==> src/rtl/slave_tx_serializer.sv <==
// Slave-side serial transmit port: a one-word holding buffer fed by a valid/ready
// handshake, and a shift engine that sends each word as a frame, one bit per clock
// and optionally preceded by a start bit.
module slave_tx_serializer #(
   parameter int unsigned DATA_WIDTH = 8,
   parameter int unsigned MSB_FIRST  = 0,
   parameter int unsigned START_BIT  = 1
) (
   input  logic                  clk,
   input  logic                  reset,
   input  logic [DATA_WIDTH-1:0] data_in,
   input  logic                  slave_valid,
   output logic                  slave_ready,
   input  logic                  master_ready,
   output logic                  tx_data,
   output logic                  tx_valid,
   output logic                  tx_done,
   output logic                  busy
);

   localparam int unsigned CntW = $clog2(DATA_WIDTH);
   localparam logic [CntW-1:0] LastIdx = CntW'(DATA_WIDTH - 1);

   typedef enum logic [1:0] {StIdle, StStart, StShift} state_e;

   state_e                state_q, state_d;
   logic [DATA_WIDTH-1:0] hold_q, hold_d;
   logic                  hold_full_q, hold_full_d;
   logic [DATA_WIDTH-1:0] shreg_q, shreg_d;
   logic [CntW-1:0]       cnt_q, cnt_d;
   logic                  tx_data_q, tx_data_d;
   logic                  tx_valid_q, tx_valid_d;
   logic                  tx_done_q, tx_done_d;
   logic                  load;

   // Bit that leaves the word first in the configured order.
   function automatic logic first_bit(logic [DATA_WIDTH-1:0] w);
      return (MSB_FIRST != 0) ? w[DATA_WIDTH-1] : w[0];
   endfunction

   // Drop the bit just sent so the next one sits at the output end.
   function automatic logic [DATA_WIDTH-1:0] shift_out(logic [DATA_WIDTH-1:0] w);
      return (MSB_FIRST != 0) ? {w[DATA_WIDTH-2:0], 1'b0} : {1'b0, w[DATA_WIDTH-1:1]};
   endfunction

   assign slave_ready = !hold_full_q && !reset;
   assign busy        = hold_full_q || (state_q != StIdle);
   assign tx_data     = tx_data_q;
   assign tx_valid    = tx_valid_q;
   assign tx_done     = tx_done_q;

   // Next-state, buffer and registered-output logic; cnt is the index of the data bit on the line.
   always_comb begin
      state_d     = state_q;
      hold_d      = hold_q;
      hold_full_d = hold_full_q;
      shreg_d     = shreg_q;
      cnt_d       = cnt_q;
      tx_data_d   = 1'b0;
      tx_valid_d  = 1'b0;
      tx_done_d   = 1'b0;
      load        = 1'b0;

      // Accept and load are exclusive: accept needs an empty buffer, load a full one.
      if (slave_valid && slave_ready) begin
         hold_d      = data_in;
         hold_full_d = 1'b1;
      end

      unique case (state_q)
         StIdle: begin
            load = hold_full_q && master_ready;
         end
         StStart: begin
            state_d    = StShift;
            tx_valid_d = 1'b1;
            tx_data_d  = first_bit(shreg_q);
            shreg_d    = shift_out(shreg_q);
            cnt_d      = '0;
         end
         StShift: begin
            if (cnt_q == LastIdx) begin
               load = hold_full_q && master_ready;
               if (!load) begin
                  state_d = StIdle;
               end
            end else begin
               tx_valid_d = 1'b1;
               tx_data_d  = first_bit(shreg_q);
               shreg_d    = shift_out(shreg_q);
               cnt_d      = cnt_q + CntW'(1);
               tx_done_d  = (cnt_q + CntW'(1)) == LastIdx;
            end
         end
         default: begin
            state_d = StIdle;
         end
      endcase

      // Frame start: the first frame bit is registered on this same edge.
      if (load) begin
         hold_full_d = 1'b0;
         cnt_d       = '0;
         tx_valid_d  = 1'b1;
         if (START_BIT != 0) begin
            state_d   = StStart;
            tx_data_d = 1'b1;
            shreg_d   = hold_q;
         end else begin
            state_d   = StShift;
            tx_data_d = first_bit(hold_q);
            shreg_d   = shift_out(hold_q);
         end
      end
   end

   // State register with synchronous reset; a pending word is discarded on reset.
   always_ff @(posedge clk) begin
      if (reset) begin
         state_q     <= StIdle;
         hold_q      <= '0;
         hold_full_q <= 1'b0;
         shreg_q     <= '0;
         cnt_q       <= '0;
         tx_data_q   <= 1'b0;
         tx_valid_q  <= 1'b0;
         tx_done_q   <= 1'b0;
      end else begin
         state_q     <= state_d;
         hold_q      <= hold_d;
         hold_full_q <= hold_full_d;
         shreg_q     <= shreg_d;
         cnt_q       <= cnt_d;
         tx_data_q   <= tx_data_d;
         tx_valid_q  <= tx_valid_d;
         tx_done_q   <= tx_done_d;
      end
   end

endmodule

==> config.mk <==
export PLATFORM = sky130hd
export DESIGN_NAME = slave_tx_serializer
export DESIGN_NICKNAME = d
export VERILOG_FILES = /design/src/rtl/slave_tx_serializer.sv
export SDC_FILE = /design/constraint.sdc
export NUM_CORES = 1
export LEC_CHECK = 0
export ABC_AREA = 1
export CORE_MARGIN = 2
export CORE_UTILIZATION = 45
export DETAILED_ROUTE_END_ITERATION = 8
export GPL_TIMING_DRIVEN = 0
export MAX_ROUTING_LAYER = met4
export PLACE_DENSITY = 0.7
export SLEW_MARGIN = 30
export SYNTH_ARGS = -nofsm -noshare
export SYNTH_HDL_FRONTEND = slang
export SYNTH_SLANG_ARGS = --single-unit
==> constraint.sdc <==
create_clock -name clk -period 3.55 [get_ports clk]
set_input_delay 0.8875 -clock clk [delete_from_list [all_inputs] [get_ports clk]]
set_output_delay 0.8875 -clock clk [all_outputs]
set_load 0.01 [all_outputs]
==> flow_summary.toml, run 1 <==
[global_route]
grt_pass1_vias = 1050
grt_pass1_wl_mm = 4.33
antenna_found_initial = 0
grt_overflow = 0
grt_start_max_net_pins = 14
grtUsageTotal_pct = 17.8

[critical_path]
cp_slowest_cell = "clkdlybuf4s50_1"
r2r-start = "cnt_q[0]"
r2r-end = "hold_full_q"
crit_buf_inv = 2
startpoint = "reset"
required_ps = 2660
end_kind = "primary output"
slowest_delay_ps = 540
crit_cells = 3
reg2reg_slack_ps = 1990
rr_worst_depth = 8
endpoint = "slave_ready"
cpMostUsedCell = "clkdlybuf4s50_1"
cp_top_family = "buffers and inverters"
cp_cell_sequence = "clkdlybuf4s50_1 > nor2_1 > clkdlybuf4s50_1"
cp.arrival_ps = 2060
crit_fanout = 5
cp-start-kind = "primary input"
path_class = "primary input to primary output"

[clocking]
post_cts_buffers = 0
clock_latency_ps = 320
holdBufCountCts = 0
cts.clk_slew.worst_paths_ps = 140
htree_levels = 1
cts_root_buf = "clkbuf_4"
clock-sinks = 25
clockBufferDepth = 2
cts_tree = "yes"
cts_buffers = 3
ctsResizeCount = 0

[worst_hold_path]
hp-class = "flip-flop to flip-flop"

[pwr]
ir_drop_v = 0.000343
power_switching_uw = 157
comb_power_share_pct = 20.1
p_leak_uw = 0.000647
power_uw = 551
swShare_pct = 28.4
power.internal_uw = 395
p_clk_share_pct = 23.4
power_density_nw_per_um2 = 387
seqPwrFrac_pct = 56.6

[sta]
finalHoldViolCount = 0
setup_tns_ps = 0
slew_headroom_pct = 75.0
maxSlewViolCount = 0
tightest_slew_ps = 373
period_share_pct = 83.0
period_needed_ps = 2950
finalClockSkew_ps = 9.24
finalSetupViolCount = 0
rsz0062_at_grt = "no"
fmax_mhz = 339
fin_ws_ps = 604

[logic_synthesis]
dominantRegCellSynth = "dfxtp_1"
synth_cell_type_count = 21
synth_seq_cells = 25
synth-xor-area-share_pct = 0
yosysMostFrequentCell = "nand2_1"
synthSimpleGateAreaFrac_pct = 34.3
synth_mux_area_share_pct = 0
netlist_instances = 171
synth_top_family_by_area = "simple AND/OR/NAND/NOR gates"
yosys.area.top_type_share_pct = 41.6
synthArstFlopShare_pct = 0
synth-edff-count = 0
synth_largest_area_cell = "dfxtp_1"
netlist_area_um2 = 1200
synthTopCellsByCount = "nand2_1 (52), dfxtp_1 (25), nor2_1 (22), inv_1 (18), nand3_1 (14)"
synth_area_leaders = "dfxtp_1 (42%), nand2_1 (16%), nor2_1 (6.9%)"
seq_area_frac_synth_pct = 41.6
avgSynthCellArea_um2 = 7.03
yosysWarningCount = 0
synth-adder-area-share_pct = 6.24
syn_nets = 189
synth-compound-area-share_pct = 9.16

[placement]
place_congestion = 0.824
dp.cells = 217
dp_hpwl_mm = 1.89
dpl_worst_slack_ps = 604
io_buffers = 16

[detailed_routing]
drtIter0Drc = 21
routed_via_density = 4.88
drt-total-wl_mm = 2.41
ant_nets = 0
drc = 0
first_pass_iters = 4
post_drt_wl_per_cell_um = 10.9
vias = 1079

[floorplan]
die_w_um = 55.7
fp.dieH_um = 55.7
rows = 18
ios = 17
initial_core_util_pct = 48.1
core_area_um2 = 2500
die_area_um2 = 3100

[run_status]
status = "finished clean"

[finish]
synthToLayoutAreaGrowth_pct = 18.6
final_nets = 210
drive_gt1_share_pct = 9.42
final_cells = 221
diodes = 0

[job]
drv_cap = 0
## cell families (layout without fill, tap and decap cells)
logic type,after synthesis,count (layout)
AO/OA/AOI/OAI,20,20
adder cells (fa/ha/maj),6,6
buffers and inverters,24,44
flip-flops,25,25
AND/OR/NAND/NOR,96,96
## layer usage
| layer | track usage [%] | up-vias | wire (µm) |
|---|---|---|---|
| met5 | - | - | 0 |
| met3 | 5.81 | 2 | 117 |
| li1 | - | 575 | - |
| met4 | 3.14 | 0 | 7 |
| met1 | 19.3 | 483 | 1050 |
| met2 | 32.0 | 19 | 1240 |
## placed cells by master, fill, tap and decap left out, types with 3 or more instances in the layout
cell type and instances:
clkdlybuf4s50_1 16, dfxtp_1 25, o21ai_0 9, inv_1 18, nand2_1 52, nor2_1 22
ha_1 6, a21oi_1 8, clkbuf_4 3, nand3_1 14
## per-stage QoR
step                      hold WS, ps  utilization [%]  cell area [µm²]
after floorplan                   444                -             1200
after global placement            454             56.0             1400
after detailed placement          466             56.0             1400
after CTS                         487             57.1             1430
after global routing              499             57.1             1430
final                             482             57.1             1430
## power groups by stage
stage	sequential (µW)	clock [µW]	combinational (µW)
after floorplan	316	0	75.4
after global placement	317	0	107
after detailed placement	318	0	111
after CTS	312	130	112
after global routing	315	142	128
final	312	129	111
## worst register-to-register path, cell delays in order (launching register included)
cell and delay, ps:
dfxtp_1 350, ha_1 210, ha_1 220, nand2_2 110, nand2_4 100, nand2_2 80, buf_6 140, nand2_1 150
a21oi_1 150
## worst min path at each step
stage	depth (start not counted)	startpoint	slack, ps	end
global placement	2	cnt_q[2]	450	cnt_q[2]
global route	2	cnt_q[2]	500	cnt_q[2]
floorplan	2	cnt_q[2]	440	cnt_q[2]
finish	2	cnt_q[2]	480	cnt_q[2]
CTS	2	cnt_q[2]	490	cnt_q[2]
detailed placement	2	cnt_q[2]	470	cnt_q[2]
## registers in the layout (all words and copies together), names as in the netlist
signal and flops:
tx_data 1, tx_done 1, state_q 2, cnt_q 3
hold_q 8, hold_full_q 1, tx_valid 1, shreg_q 8
## layout make-up
type / instances / area [µm²]
Fill cell: 241 / 1070
Multi-Input combinational cell: 122 / 598
Sequential cell: 25 / 500
Timing Repair Buffer: 16 / 160
Inverter: 20 / 75.1
Tap cell: 30 / 37.5
Buffer: 4 / 28.8
Clock buffer: 4 / 26.3
(Power assumes the default switching activity.)
==> inputs of run 2 (changes only) <==
--- a/config.mk
+++ b/config.mk
@@ -11,7 +11,7 @@
 export DETAILED_ROUTE_END_ITERATION = 8
 export GPL_TIMING_DRIVEN = 0
 export MAX_ROUTING_LAYER = met4
-export PLACE_DENSITY = 0.7
+export PLACE_DENSITY = 0.72
 export SLEW_MARGIN = 30
 export SYNTH_ARGS = -nofsm -noshare
 export SYNTH_HDL_FRONTEND = slang
==> constraint.sdc (replaced) <==
create_clock -name clk -period 2.5 [get_ports clk]
set_input_delay 0.625 -clock clk [delete_from_list [all_inputs] [get_ports clk]]
set_output_delay 0.625 -clock clk [all_outputs]
set_load 0.01 [all_outputs]
==> run 2 against run 1 <==
  * Total power grew 44%
  * First-iteration DRC count is 33% higher
  * Utilization rose by 0.15 points
  * Worst hold slack improved by 17 ps
  * Non-clock buffer count unchanged
  * Register-to-register slack worse by 1100 ps
  * Count of clock-buffer cells in the layout fell by 1
  * Critical path type unchanged
  * Largest power group unchanged
==> flow_summary.toml, run 2 (synthesis gave the netlist of run 1 again) <==
[finish]
top_regs = "hold_q x8, shreg_q x8, cnt_q x3"
final_common_cell = "nand2_1"
final_cell_mix = "nand2_1 (52), dfxtp_1 (25), nor2_1 (22)"
diodes = 0
drive_gt1_share_pct = 9.95
synthToLayoutAreaGrowth_pct = 18.9
final_nets = 210
final_area_um2 = 1430

[global_route]
antenna_found_initial = 0
grt_start_max_net_pins = 16
grtUsageTotal_pct = 17.2
grt_overflow = 0
grt_pass1_wl_mm = 4.29
grt_pass1_vias = 1073

[sta]
period_share_pct = 97.9
period_needed_ps = 2450
fmax_mhz = 409
tightest_slew_ps = 379
rsz0062_at_grt = "no"
slew_headroom_pct = 74.6
finalClockSkew_ps = 2.68
finalSetupViolCount = 0
maxSlewViolCount = 0
hold_ws_ps = 500
finalHoldViolCount = 0
setup_tns_ps = 0

[clocking]
cts_root_buf = "clkbuf_4"
cts.clk_slew.worst_paths_ps = 150
holdBufCountCts = 0
clock_latency_ps = 330
clockBufferDepth = 2
ctsResizeCount = 0
cts_tree = "yes"
clock-sinks = 25
cts_buffers = 3
htree_levels = 1
post_cts_buffers = 0

[floorplan]
ios = 17
core_area_um2 = 2500
rows = 18
fp.dieH_um = 55.7
die_w_um = 55.7
die_area_um2 = 3100
initial_core_util_pct = 48.1

[detailed_routing]
post_drt_wl_per_cell_um = 10.9
first_pass_iters = 6
met2WireLength_mm = 1.18
drc = 0
wl_met3_um = 99
vias = 1111
wl_met1_mm = 1.10
drtIter0Drc = 28
top_layer_used = "met4"
routed_via_density = 5.03
drt-total-wl_mm = 2.41
ant_nets = 0

[critical_path]
cp-start-kind = "primary input"
r2r-end = "state_q[1]"
cp.arrival_ps = 1820
r2r-start = "state_q[0]"
required_ps = 1880
startpoint = "reset"
endpoint = "slave_ready"
rr_worst_depth = 8
crit_fanout = 5
reg2reg_slack_ps = 890
end_kind = "primary output"
path_class = "primary input to primary output"

[pwr]
power_density_nw_per_um2 = 554
ir_drop_v = 0.000397
p_leak_uw = 0.000646

[job]
drv_cap = 0

[worst_hold_path]
hp-class = "flip-flop to flip-flop"

[run_status]
status = "finished clean"

[placement]
io_buffers = 16
post_dp_cell_area_um2 = 1400
place_congestion = 0.835
dp_hpwl_mm = 1.82
==> run 2: worst min-delay path by stage <==
stage / startpoint / end / slack (ps) / cells after the start
floorplan: cnt_q[2] / cnt_q[2] / 440 / 2
global placement: cnt_q[2] / cnt_q[2] / 460 / 2
detailed placement: hold_q[5] / hold_q[5] / 480 / 2
CTS: cnt_q[2] / cnt_q[2] / 500 / 2
global route: cnt_q[0] / cnt_q[0] / 530 / 2
finish: hold_q[5] / hold_q[5] / 500 / 2
==> run 2: per-layer routing <==
layer  global-route usage, %  vias to the layer above
li1                        -                      575
met1                    20.1                      506
met2                    30.3                       24
met3                    2.33                        6
met4                    5.23                        0
met5                       -                        -
==> run 2: layout make-up <==
class | instances | area [µm²]
Fill cell | 246 | 1070
Multi-Input combinational cell | 122 | 598
Sequential cell | 25 | 500
Timing Repair Buffer | 16 | 160
Inverter | 20 | 75.1
Tap cell | 30 | 37.5
Buffer | 4 | 28.8
Clock buffer | 3 | 22.5
Clock inverter | 1 | 7.51
==> run 2: critical path, stage by stage <==
cell,delay (ps)
clkdlybuf4s50_1,510
nor2_1,140
clkdlybuf4s50_1,550
==> run 2: metrics by stage <==
stage	setup WS [ps]	std cells	util, %	total power (µW)
2_1_floorplan	1090	171	-	556
3_3_place_gp	83.9	217	56.0	602
3_5_place_dp	64.1	217	56.0	608
4_1_cts	62.8	221	57.2	795
5_1_grt	36.0	221	57.2	840
6_report	52.6	221	57.2	793
==> run 2: power breakdown <==
part           leakage, µW  switching [µW]  internal (µW)
Combinational     0.000428            85.2           70.3
Clock            0.0000139             132           61.3
Sequential        0.000205            15.6            428
==> inputs of run 3 (changes only) <==
==> constraint.sdc (replaced) <==
create_clock -name clk -period 2 [get_ports clk]
set_input_delay 0.5 -clock clk [delete_from_list [all_inputs] [get_ports clk]]
set_output_delay 0.5 -clock clk [all_outputs]
set_load 0.01 [all_outputs]
==> run 3 against run 2 <==
  * Worst hold slack barely moved
  * Die area did not move
  * Sequential share of layout area increased by 0.12 points
  * Largest cell class unchanged
  * Global-route usage decreased by 0.050 points
  * Combinational power up 23%
  * Critical path depth did not move
  * First-iteration DRC count unchanged
==> flow_summary.toml, run 3 (synthesis gave the netlist of run 1 again) <==
[run_status]
status = "finished clean"

[finish]
ff_latch_area_um2 = 502
fill_cells = 248
final_cell_mix = "nand2_1 (52), dfxtp_1 (24), nor2_1 (22)"
synthToLayoutAreaGrowth_pct = 18.8
final_area_um2 = 1430
drive_gt1_share_pct = 10.5
final_nets = 210
diodes = 0
multi_input_area_um2 = 598
final_cells = 221
final_common_cell = "nand2_1"
top_regs = "hold_q x8, shreg_q x8, cnt_q x3"

[clocking]
clock_latency_ps = 330
cts_root_buf = "clkbuf_4"
cts_tree = "yes"
ctsResizeCount = 3
post_cts_buffers = 0
cts.clk_slew.worst_paths_ps = 150
cts_buffers = 3
clockBufferDepth = 2
htree_levels = 1
holdBufCountCts = 0
clock-sinks = 25

[detailed_routing]
drc = 0
vias = 1108
ant_nets = 0
first_pass_iters = 6
drt-total-wl_mm = 2.42
post_drt_wl_per_cell_um = 10.9
routed_via_density = 5.01
drtIter0Drc = 28

[sta]
slew_headroom_pct = 74.6
fmax_mhz = 510
period_needed_ps = 1960
finalHoldViolCount = 0
hold_ws_ps = 500
finalClockSkew_ps = 2.77
period_share_pct = 98.0
rsz0062_at_grt = "no"
tightest_slew_ps = 379
fin_ws_ps = 40.7
maxSlewViolCount = 0
finalSetupViolCount = 0

[critical_path]
cp-start-kind = "primary input"
r2r-start = "cnt_q[0]"
required_ps = 1500
path_class = "primary input to primary output"
reg2reg_slack_ps = 410
slowest_delay_ps = 550
r2r-end = "state_q[1]"
end_kind = "primary output"
crit_buf_inv = 2
cp.arrival_ps = 1460
cp_slowest_cell = "clkdlybuf4s50_1"
rr_worst_depth = 8
cp_top_family = "buffers and inverters"
crit_fanout = 5
cp_cell_sequence = "dlygate4sd2_1 > nor2_1 > clkdlybuf4s50_1"

[pwr]
power_density_nw_per_um2 = 692
ir_drop_v = 0.000496
power_uw = 988
p_leak_uw = 0.000650

[worst_hold_path]
hold_end = "hold_q[5]"
min_from = "hold_q[5]"
hp-class = "flip-flop to flip-flop"
hold_depth = 2

[global_route]
grt_start_max_net_pins = 16
grt_overflow = 0
grt_pass1_vias = 1071
grtUsageTotal_pct = 17.1
grt_pass1_wl_mm = 4.28
antenna_found_initial = 0

[placement]
dpl_worst_slack_ps = -186
dp_hpwl_mm = 1.82
post_dp_cell_area_um2 = 1400
io_buffers = 16
dp.cells = 217
place_congestion = 0.835

[floorplan]
rows = 18
die_w_um = 55.7
core_area_um2 = 2500
ios = 17
initial_core_util_pct = 48.1
fp.dieH_um = 55.7
die_area_um2 = 3100

[job]
drv_cap = 0
run 3: changes by cell type in the layout (fill, tap and decap cells not counted):
cell,delta
dfxtp_1,-1
clkdlybuf4s50_1,-2
dfxtp_2,+1
dlygate4sd2_1,+2
run 3: metal layers:
layer	vias to the layer above	wire, µm	part of all wire (%)	GRT usage [%]
met5	-	0	0	-
met4	0	27	1.1	5.23
met3	4	98	4.1	2.33
met2	26	1190	49	30.1
met1	501	1100	45	20.1
li1	577	-	-	-
run 3: area by class of cell:
cell class,instances,area share (%)
Buffer,4,2.01
Clock buffer,3,1.58
Clock inverter,1,0.525
Inverter,20,5.25
Multi-Input combinational cell,122,41.9
Sequential cell,25,35.1
Tap cell,30,2.63
Timing Repair Buffer,16,11.0
run 3: worst max path at each step:
| stage | end | depth (start not counted) | start | slack [ps] |
|---|---|---|---|---|
| finish | slave_ready | 3 | reset | 40 |
| global placement | slave_ready | 3 | reset | -170 |
| CTS | slave_ready | 3 | reset | 50 |
| global route | slave_ready | 3 | reset | 30 |
| floorplan | shreg_q[0] | 10 | cnt_q[0] | 670 |
| detailed placement | slave_ready | 3 | reset | -190 |
run 3: worst min-delay path, cell delays in order (launching register included):
cell and delay (ps):
dfxtp_1 340, nand2_1 60, o21ai_0 70
run 3: through the flow:
stage	utilization, %	setup TNS (ps)
after floorplan	-	0
after global placement	56.0	-166
after detailed placement	56.0	-186
after CTS	57.2	0
after global routing	57.2	0
final	57.2	0
run 3: report_power, final:
part	total, µW	switching, µW	internal (µW)
Clock	242	165	76.6
Sequential	555	19.5	535
Combinational	192	107	85.3
Total	988	291	697
